File: src/rtl/piso_pkg.sv
// piso_pkg: shared definitions for the parallel-in/serial-out transmitter.
//   state_e : FSM state encoding (IDLE=0, SHIFT=1, DONE=2, PARITY=3)
//   clog2   : constant width helper used to size the bit counter
// PARITY is only reachable when PISO_PARITY_EN is defined.
package piso_pkg;

    typedef enum logic [1:0] {
        S_IDLE   = 2'd0,
        S_SHIFT  = 2'd1,
        S_DONE   = 2'd2,
        S_PARITY = 2'd3
    } state_e;

    // Smallest r such that 2**r >= v.
    function automatic int clog2(input int v);
        int r;
        r = 0;
        while ((1 << r) < v) r++;
        return r;
    endfunction

endpackage

File: src/rtl/piso_transmitter_bit_counter.sv
// bit_counter: clearable, enabled up-counter with a terminal-count flag.
//   clk, rst : clock, asynchronous active-high reset (count -> 0)
//   clr      : synchronous clear to 0 (has priority over en)
//   en       : increment by one on the rising edge
//   cnt      : current count
//   term     : high while cnt == TERM
module bit_counter
    import piso_pkg::*;
#(
    parameter int            CW   = 5,
    parameter logic [CW-1:0] TERM = '1
) (
    input  logic          clk,
    input  logic          rst,
    input  logic          clr,
    input  logic          en,
    output logic [CW-1:0] cnt,
    output logic          term
);

    logic [CW-1:0] cnt_q, cnt_d;

    always_comb begin
        cnt_d = cnt_q;
        if (clr)     cnt_d = '0;
        else if (en) cnt_d = cnt_q + 1'b1;
    end

    always_ff @(posedge clk or posedge rst) begin
        if (rst) cnt_q <= '0;
        else     cnt_q <= cnt_d;
    end

    assign cnt  = cnt_q;
    assign term = (cnt_q == TERM);

endmodule

File: src/rtl/piso_transmitter.sv
// piso_transmitter: loads an N-bit word on start (IDLE only) and emits it
// LSB-first, one bit per clock, qualified by ser_valid; done pulses for one
// cycle after the last bit.
//   clk, rst  : clock, asynchronous active-high reset
//   din       : parallel word, sampled when start is accepted
//   start     : transmit request, honoured only in IDLE (not queued)
//   busy      : high in every non-IDLE state
//   ser_out   : serial bit, 0 when ser_valid is low
//   ser_valid : ser_out carries a payload bit
//   done      : one-cycle pulse after the final bit
// Build option PISO_PARITY_EN: appends an even-parity bit (XOR of the word
// captured at acceptance) as one extra valid cycle before DONE.
module piso_transmitter
    import piso_pkg::*;
#(
    parameter int N = 16
) (
    input  logic         clk,
    input  logic         rst,
    input  logic [N-1:0] din,
    input  logic         start,
    output logic         busy,
    output logic         ser_out,
    output logic         ser_valid,
    output logic         done
);

    localparam int            CW   = clog2(N + 1);
    localparam logic [CW-1:0] TERM = CW'(N - 1);

    state_e        state_q, state_d;
    logic [N-1:0]  shreg_q, shreg_d;
    logic [CW-1:0] cnt;
    logic          cnt_term;
    logic          cnt_clr;
    logic          cnt_en;
`ifdef PISO_PARITY_EN
    logic          par_q, par_d;
`endif

    // The counter holds at N-1 once reached; only a new acceptance clears it.
    bit_counter #(.CW(CW), .TERM(TERM)) u_cnt (
        .clk  (clk),
        .rst  (rst),
        .clr  (cnt_clr),
        .en   (cnt_en),
        .cnt  (cnt),
        .term (cnt_term)
    );

    always_comb begin
        state_d   = state_q;
        shreg_d   = shreg_q;
        cnt_clr   = 1'b0;
        cnt_en    = 1'b0;
        busy      = 1'b0;
        ser_out   = 1'b0;
        ser_valid = 1'b0;
        done      = 1'b0;
`ifdef PISO_PARITY_EN
        par_d     = par_q;
`endif
        case (state_q)
            S_IDLE: begin
                if (start) begin
                    shreg_d = din;
                    cnt_clr = 1'b1;
                    state_d = S_SHIFT;
`ifdef PISO_PARITY_EN
                    par_d   = ^din;
`endif
                end
            end
            S_SHIFT: begin
                busy      = 1'b1;
                ser_valid = 1'b1;
                ser_out   = shreg_q[0];
                shreg_d   = shreg_q >> 1;
                cnt_en    = (cnt < TERM);
                if (cnt_term) begin
`ifdef PISO_PARITY_EN
                    state_d = S_PARITY;
`else
                    state_d = S_DONE;
`endif
                end
            end
`ifdef PISO_PARITY_EN
            S_PARITY: begin
                busy      = 1'b1;
                ser_valid = 1'b1;
                ser_out   = par_q;
                state_d   = S_DONE;
            end
`endif
            S_DONE: begin
                busy    = 1'b1;
                done    = 1'b1;
                state_d = S_IDLE;
            end
            default: state_d = S_IDLE;
        endcase
    end

    always_ff @(posedge clk or posedge rst) begin
        if (rst) begin
            state_q <= S_IDLE;
            shreg_q <= '0;
        end else begin
            state_q <= state_d;
            shreg_q <= shreg_d;
        end
    end

`ifdef PISO_PARITY_EN
    always_ff @(posedge clk or posedge rst) begin
        if (rst) par_q <= 1'b0;
        else     par_q <= par_d;
    end
`endif

endmodule

File: config.mk
export PLATFORM = sky130hd
export DESIGN_NAME = piso_transmitter
export DESIGN_NICKNAME = d
export VERILOG_FILES = /design/src/rtl/piso_pkg.sv /design/src/rtl/piso_transmitter_bit_counter.sv /design/src/rtl/piso_transmitter.sv
export SDC_FILE = /design/constraint.sdc
export NUM_CORES = 1
export LEC_CHECK = 0
export ABC_CLOCK_PERIOD_IN_PS = 1890
export CAP_MARGIN = 5
export CORE_MARGIN = 3
export CORE_UTILIZATION = 50
export CTS_CLUSTER_SIZE = 12
export DETAILED_ROUTE_END_ITERATION = 10
export DONT_BUFFER_PORTS = 1
export PLACE_DENSITY = 0.72
export REMOVE_ABC_BUFFERS = 1
export SYNTH_ARGS = -nofsm -noshare
export SYNTH_HDL_FRONTEND = slang
export SYNTH_HIERARCHICAL = 1
export SYNTH_SLANG_ARGS = --single-unit
export TNS_END_PERCENT = 20
File: constraint.sdc
create_clock -name clk -period 1.89 [get_ports clk]
set_input_delay 0 -clock clk [delete_from_list [all_inputs] [get_ports clk]]
set_output_delay 0 -clock clk [all_outputs]
set_load 0.02 [all_outputs]
==> results.py, run 1 <==
metrics = {
    "status": {
        "outcome": "finished clean",
    },
    "logic_synthesis": {
        "synth_edf_count": 0,
        "synth.most_common_cell": "dfrtp_1",
        "yosysTopAreaCell": "dfrtp_1",
        "synthArstFlopShare": 1.00,
        "syn_avg_cell_area_sq_um": 11.2,
        "ys_top_cells_by_count": "dfrtp_1, o22a_1, inv_1, o221a_1, or2_2",
        "synth-seq-cells": 23,
        "synth.distinct_cells": 33,
        "netlist_top_cells_area": "dfrtp_1, o221a_1, o22a_1",
        "ys_seq_area_frac": 0.428,
        "syn_inst": 120,
        "yosys.area.top_type_share": 0.428,
        "yosysWarningCount": 6,
        "synthFlopType": "dfrtp_1",
        "synthesis.area_sq_mm": 0.00135,
    },
    "finish": {
        "diodes": 0,
        "area_delta_synth_final_pct": 11.3,
        "drive_above_1_share": 0.220,
        "fin_nets": 157,
        "n_fill_cell": 224,
    },
    "floorplanning": {
        "fp-row-count": 18,
        "start_util": 0.533,
        "ios": 23,
        "die_area_sq_mm": 0.00335,
        "core_sq_mm": 0.00252,
        "die_w_um": 57.9,
        "die_y_um": 57.9,
    },
    "clock_tree": {
        "clock-root-buffer": "clkbuf_4",
        "cts_max_level": 1,
        "cts_tree": "built",
        "clk_pin_slew_ns": 0.13,
        "cts_made_buffers": 3,
        "clkLatencyLatePin_ns": 0.31,
        "post-cts-setup-buffers": 0,
        "cts_max_path_buffers": 2,
        "cts_sinks": 23,
    },
    "global_route": {
        "grt_pass1_vias": 1035,
        "grt.overflow.total": 0,
        "grt_pass1_wl_um": 4750,
        "antenna_found_initial": 0,
        "grt.total_usage": 0.182,
        "grt_max_degree": 21,
    },
    "drt": {
        "route.detailed.drc": 0,
        "drtAntennaViolNets": 0,
        "first_iter_violations": 47,
        "routed_wl_um": 2830,
        "first_pass_iters": 4,
        "via_count": 1005,
        "drt-wirelength-per-cell_um": 17.5,
        "vias_per_cell": 6.20,
    },
    "sta": {
        "fin_crit_sh": 0.932,
        "finalHoldViolCount": 0,
        "max_freq_mhz": 568,
        "maxSlewViolCount": 0,
        "rsz0062_at_grt": "no",
        "setup_violations": 0,
        "slew_headroom": 0.530,
        "fin_ws_ns": 0.129,
        "min_period_ns": 1.76,
        "worst_pin_slew_ns": 0.705,
        "skew_ns": 0.00509,
    },
    "worst_setup_path": {
        "arrival_ns": 1.97,
        "crit_required_ns": 2.10,
        "critPathCaptureType": "flip-flop",
        "start_kind": "flip-flop",
        "rrSetupSlack_ns": 0.13,
        "r2r_cells": 6,
        "critical_path.max_fanout": 7,
        "path_class": "flip-flop to flip-flop",
    },
    "placed_design": {
        "place_ws_ns": 0.136,
        "port_buffers": 0,
        "post-dp-hpwl_um": 1990,
        "finalWeightedCongestion": 0.884,
    },
    "worst_hold_path": {
        "whs_path_depth": 2,
        "hold_path.class": "input pin to flip-flop",
    },
    "run": {
        "max_cap_viol_count": 0,
    },
    "power": {
        "leakagePower_nw": 0.623,
        "ir_drop_mv": 0.827,
        "power.density_mw_per_mm2": 1460,
        "finalPower_mw": 2.19,
    },
}
[cell families (layout without fill, tap and decap cells)]
family	Yosys count	in the layout	synth area share
fa+ha+maj	5	5	0.0465
compound gates	38	38	0.253
buf+inv	18	30	0.0819
flops	23	23	0.428
xor+xnor	1	1	0.00651
mux	2	2	0.0186
simple gates	33	33	0.166
[power by group]
part           internal [mW]  switching (mW)
clock network         0.0823           0.150
logic                  0.529           0.573
registers              0.690           0.170
[worst max-delay path: stages (launching register included)]
cell     delay [ns]
dfrtp_1        0.43
inv_1          0.09
ha_1           0.33
nand2_2        0.17
inv_1          0.19
and2b_1        0.20
mux2_4         0.25
[worst paths after layout]
path,from,end
worst max-delay path,state_q[0],u_cnt/cnt[3]
worst min-delay path,din[2],shreg_q[2]
worst max register to register,state_q[0],u_cnt/cnt[3]
worst min register to register,shreg_q[0],shreg_q[0]
max in group asynchronous,rst,shreg_q[4]
min in group asynchronous,rst,u_cnt/cnt[2]
[metrics by stage]
stage	hold slack, ns	cells	instance area [sq um]	util	TNS (ns)
global route	0.00483	162	1500	0.594	0
detailed placement	-0.200	145	1340	0.530	0
global placement	-0.200	145	1340	0.530	0
CTS	0.00655	162	1490	0.592	0
finish	0.00455	162	1500	0.594	0
floorplan	-0.221	111	1270	-	-2.38
[state kept, by name, summed over array words and instances (netlist names)]
name	count
state_q	2
shreg_q	16
u_cnt/cnt	5
[cell usage in the layout (no fill, tap or decap), drive strengths merged, types with 5 or more instances in the layout]
cell,instances
ha,5
o221a,15
o22a,11
or2,9
dlygate4sd3,13
dfrtp,23
nor2,6
a21oi,6
inv,9
[metal layers]
metal  vias up  GRT usage  part of all wire
met5         -          0                 0
met4         0     0.0397            0.0053
met3         2     0.0223             0.053
met2        29      0.290              0.49
met1       505      0.264              0.45
li1        469          -                 -
[what timing repair did]
action                     CTS  global route
hold endpoints to repair    35             0
hold buffers                13             0
setup endpoints to repair    0             2
resized for setup            0             1
[layout make-up]
type	instances	area [sq um]	area share
timing repair buffer	17	160	0.107
clock buffer	4	26.3	0.0175
tap	30	37.5	0.0251
inverter	9	33.8	0.0226
sequential	23	576	0.384
multi-input combinational	79	664	0.444
(Power assumes the default switching activity.)
==> run 2: changes to the inputs <==
--- a/config.mk
+++ b/config.mk
@@ -14,6 +14,7 @@
 export DONT_BUFFER_PORTS = 1
 export PLACE_DENSITY = 0.72
 export REMOVE_ABC_BUFFERS = 1
+export SLEW_MARGIN = 10
 export SYNTH_ARGS = -nofsm -noshare
 export SYNTH_HDL_FRONTEND = slang
 export SYNTH_HIERARCHICAL = 1
==> constraint.sdc (replaced) <==
create_clock -name clk -period 1.89 [get_ports clk]
set_input_delay 0 -clock clk [delete_from_list [all_inputs] [get_ports clk]]
set_output_delay 0 -clock clk [all_outputs]
set_load 0.05 [all_outputs]
==> run 2 against run 1 <==
Effect of this change: routed wire length fell by 2.0%; clock power fell by 2%; sequential share of layout area fell by 0.82 points; flip-flop and latch count did not move; worst setup slack improved by 0.028 ns; via count fell by 3.0%; combinational power rose by 14%; global-route usage fell by 0.17 points.
==> results.py, run 2 (same netlist as run 1, synthesis figures left out) <==
metrics = {
    "clock_tree": {
        "cts_made_buffers": 3,
        "cts_max_level": 1,
        "cts_max_path_buffers": 2,
        "clkLatencyLatePin_ns": 0.31,
        "cts_tree": "built",
        "cts_sinks": 23,
        "clock-root-buffer": "clkbuf_4",
        "post-cts-setup-buffers": 0,
        "clk_pin_slew_ns": 0.13,
    },
    "global_route": {
        "grt.overflow.total": 0,
        "grt_pass1_vias": 966,
        "grt_pass1_wl_um": 4550,
        "grt_util_met2": 0.271,
        "gr-max-usage-layer": "met2",
        "grt.total_usage": 0.180,
        "grtUsageMet1": 0.260,
        "grt_max_degree": 21,
        "antenna_found_initial": 0,
        "grt_use_met3": 0.0334,
    },
    "finish": {
        "area_delta_synth_final_pct": 13.8,
        "largest_register_ffs": 16,
        "regMostFlops": "shreg_q",
        "mostFrequentLayoutCells": "dfrtp_1, dlygate4sd3_1, o22a_1, inv_1, o221a_1",
        "drive_above_1_share": 0.222,
        "final_util": 0.607,
        "diodes": 0,
        "layout_commonest_cell": "dfrtp_1",
        "fin_nets": 160,
        "fin_cells": 165,
        "n_fill_cell": 204,
    },
    "sta": {
        "skew_ns": 0.00248,
        "fin_crit_sh": 0.917,
        "slew_headroom": 0.531,
        "worst_pin_slew_ns": 0.702,
        "max_freq_mhz": 577,
        "finalHoldViolCount": 0,
        "fin_ws_ns": 0.157,
        "min_period_ns": 1.73,
        "rsz0062_at_grt": "no",
        "maxSlewViolCount": 0,
        "setup_violations": 0,
    },
    "worst_setup_path": {
        "start_kind": "flip-flop",
        "r2r_end": "u_cnt/cnt[1]",
        "rrSetupSlack_ns": 0.16,
        "r2r_start": "state_q[1]",
        "critical_path.max_fanout": 6,
        "critPathCaptureType": "flip-flop",
        "r2r_cells": 7,
        "path_class": "flip-flop to flip-flop",
        "arrival_ns": 1.94,
        "crit_required_ns": 2.10,
    },
    "power": {
        "power.density_mw_per_mm2": 1520,
        "leakagePower_nw": 0.640,
        "swShare": 0.421,
        "finalPower_mw": 2.33,
        "ir_drop_mv": 0.954,
        "internal_power_mw": 1.35,
        "p_comb_frac": 0.535,
        "p_seq_frac": 0.366,
        "p_switching_mw": 0.981,
        "power_frac_clock": 0.098,
    },
    "floorplanning": {
        "die_y_um": 57.9,
        "ios": 23,
        "die_w_um": 57.9,
        "core_sq_mm": 0.00252,
        "fp-row-count": 18,
        "die_area_sq_mm": 0.00335,
        "start_util": 0.533,
    },
    "drt": {
        "first_pass_iters": 4,
        "routed_wl_um": 2770,
        "drtAntennaViolNets": 0,
        "first_iter_violations": 23,
        "vias_per_cell": 5.91,
        "drt-wirelength-per-cell_um": 16.8,
        "route.detailed.drc": 0,
        "via_count": 975,
    },
    "placed_design": {
        "place_ws_ns": 0.186,
        "port_buffers": 0,
        "place_inst": 147,
        "finalWeightedCongestion": 0.799,
        "post-dp-hpwl_um": 1930,
    },
    "run": {
        "max_cap_viol_count": 0,
    },
    "worst_hold_path": {
        "hp-start": "start",
        "hold_path.class": "input pin to flip-flop",
        "holdPathEnd": "shreg_q[15]",
        "whs_path_depth": 3,
    },
    "status": {
        "outcome": "finished clean",
    },
}
==> run 2: cell type report <==
cell class,instances,area [sq um],area share
flip-flops and latches,23,576,0.376
repair buffers,20,198,0.129
well taps,30,37.5,0.0245
multi-input cells,79,659,0.431
clock buffers,4,26.3,0.0172
inverters,9,33.8,0.0221
==> run 2: power by group through the flow <==
stage                     logic, mW  registers [mW]  clock network [mW]
after floorplan               0.926           0.814                   0
after global placement         1.18           0.849                   0
after detailed placement       1.22           0.864                   0
after CTS                      1.25           0.853               0.234
after global routing           1.36           0.883               0.257
final                          1.25           0.854               0.229
==> run 2: metal layers <==
| layer | vias up | wire [um] |
|---|---|---|
| li1 | 474 | - |
| met3 | 2 | 126 |
| met4 | 0 | 24 |
| met1 | 472 | 1370 |
| met5 | - | 0 |
| met2 | 27 | 1250 |
==> run 2: through the flow <==
step / hold slack, ns / setup TNS (ns) / area, sq um
3_3_place_gp: -0.200 / 0 / 1360
2_1_floorplan: -0.221 / -4.19 / 1270
5_1_grt: 0.0169 / 0 / 1530
6_report: 0.0137 / 0 / 1530
4_1_cts: 0.0102 / 0 / 1530
3_5_place_dp: -0.200 / 0 / 1360
==> run 2: worst max-delay path, cell delays in order (launching register included) <==
cell	delay [ns]
dfrtp_1	0.43
inv_1	0.09
ha_1	0.16
inv_1	0.10
nor3_1	0.39
buf_4	0.22
mux2i_1	0.19
nor2_1	0.05
==> run 2: how the worst max path moves through the flow <==
stage,from,to,slack [ns],cells past startpoint
2_1_floorplan,state_q[1],u_cnt/cnt[3],-0.86,6
3_5_place_dp,state_q[1],u_cnt/cnt[1],0.19,7
6_report,state_q[1],u_cnt/cnt[1],0.16,7
4_1_cts,state_q[1],u_cnt/cnt[1],0.16,7
5_1_grt,state_q[1],u_cnt/cnt[4],0.004,7
3_3_place_gp,state_q[1],u_cnt/cnt[1],0.25,7
==> run 2: timing repair <==
action                                 4_1_cts  5_1_grt
gates resized for setup                      0        0
endpoints found under the hold margin       36        0
hold buffers                                14        0
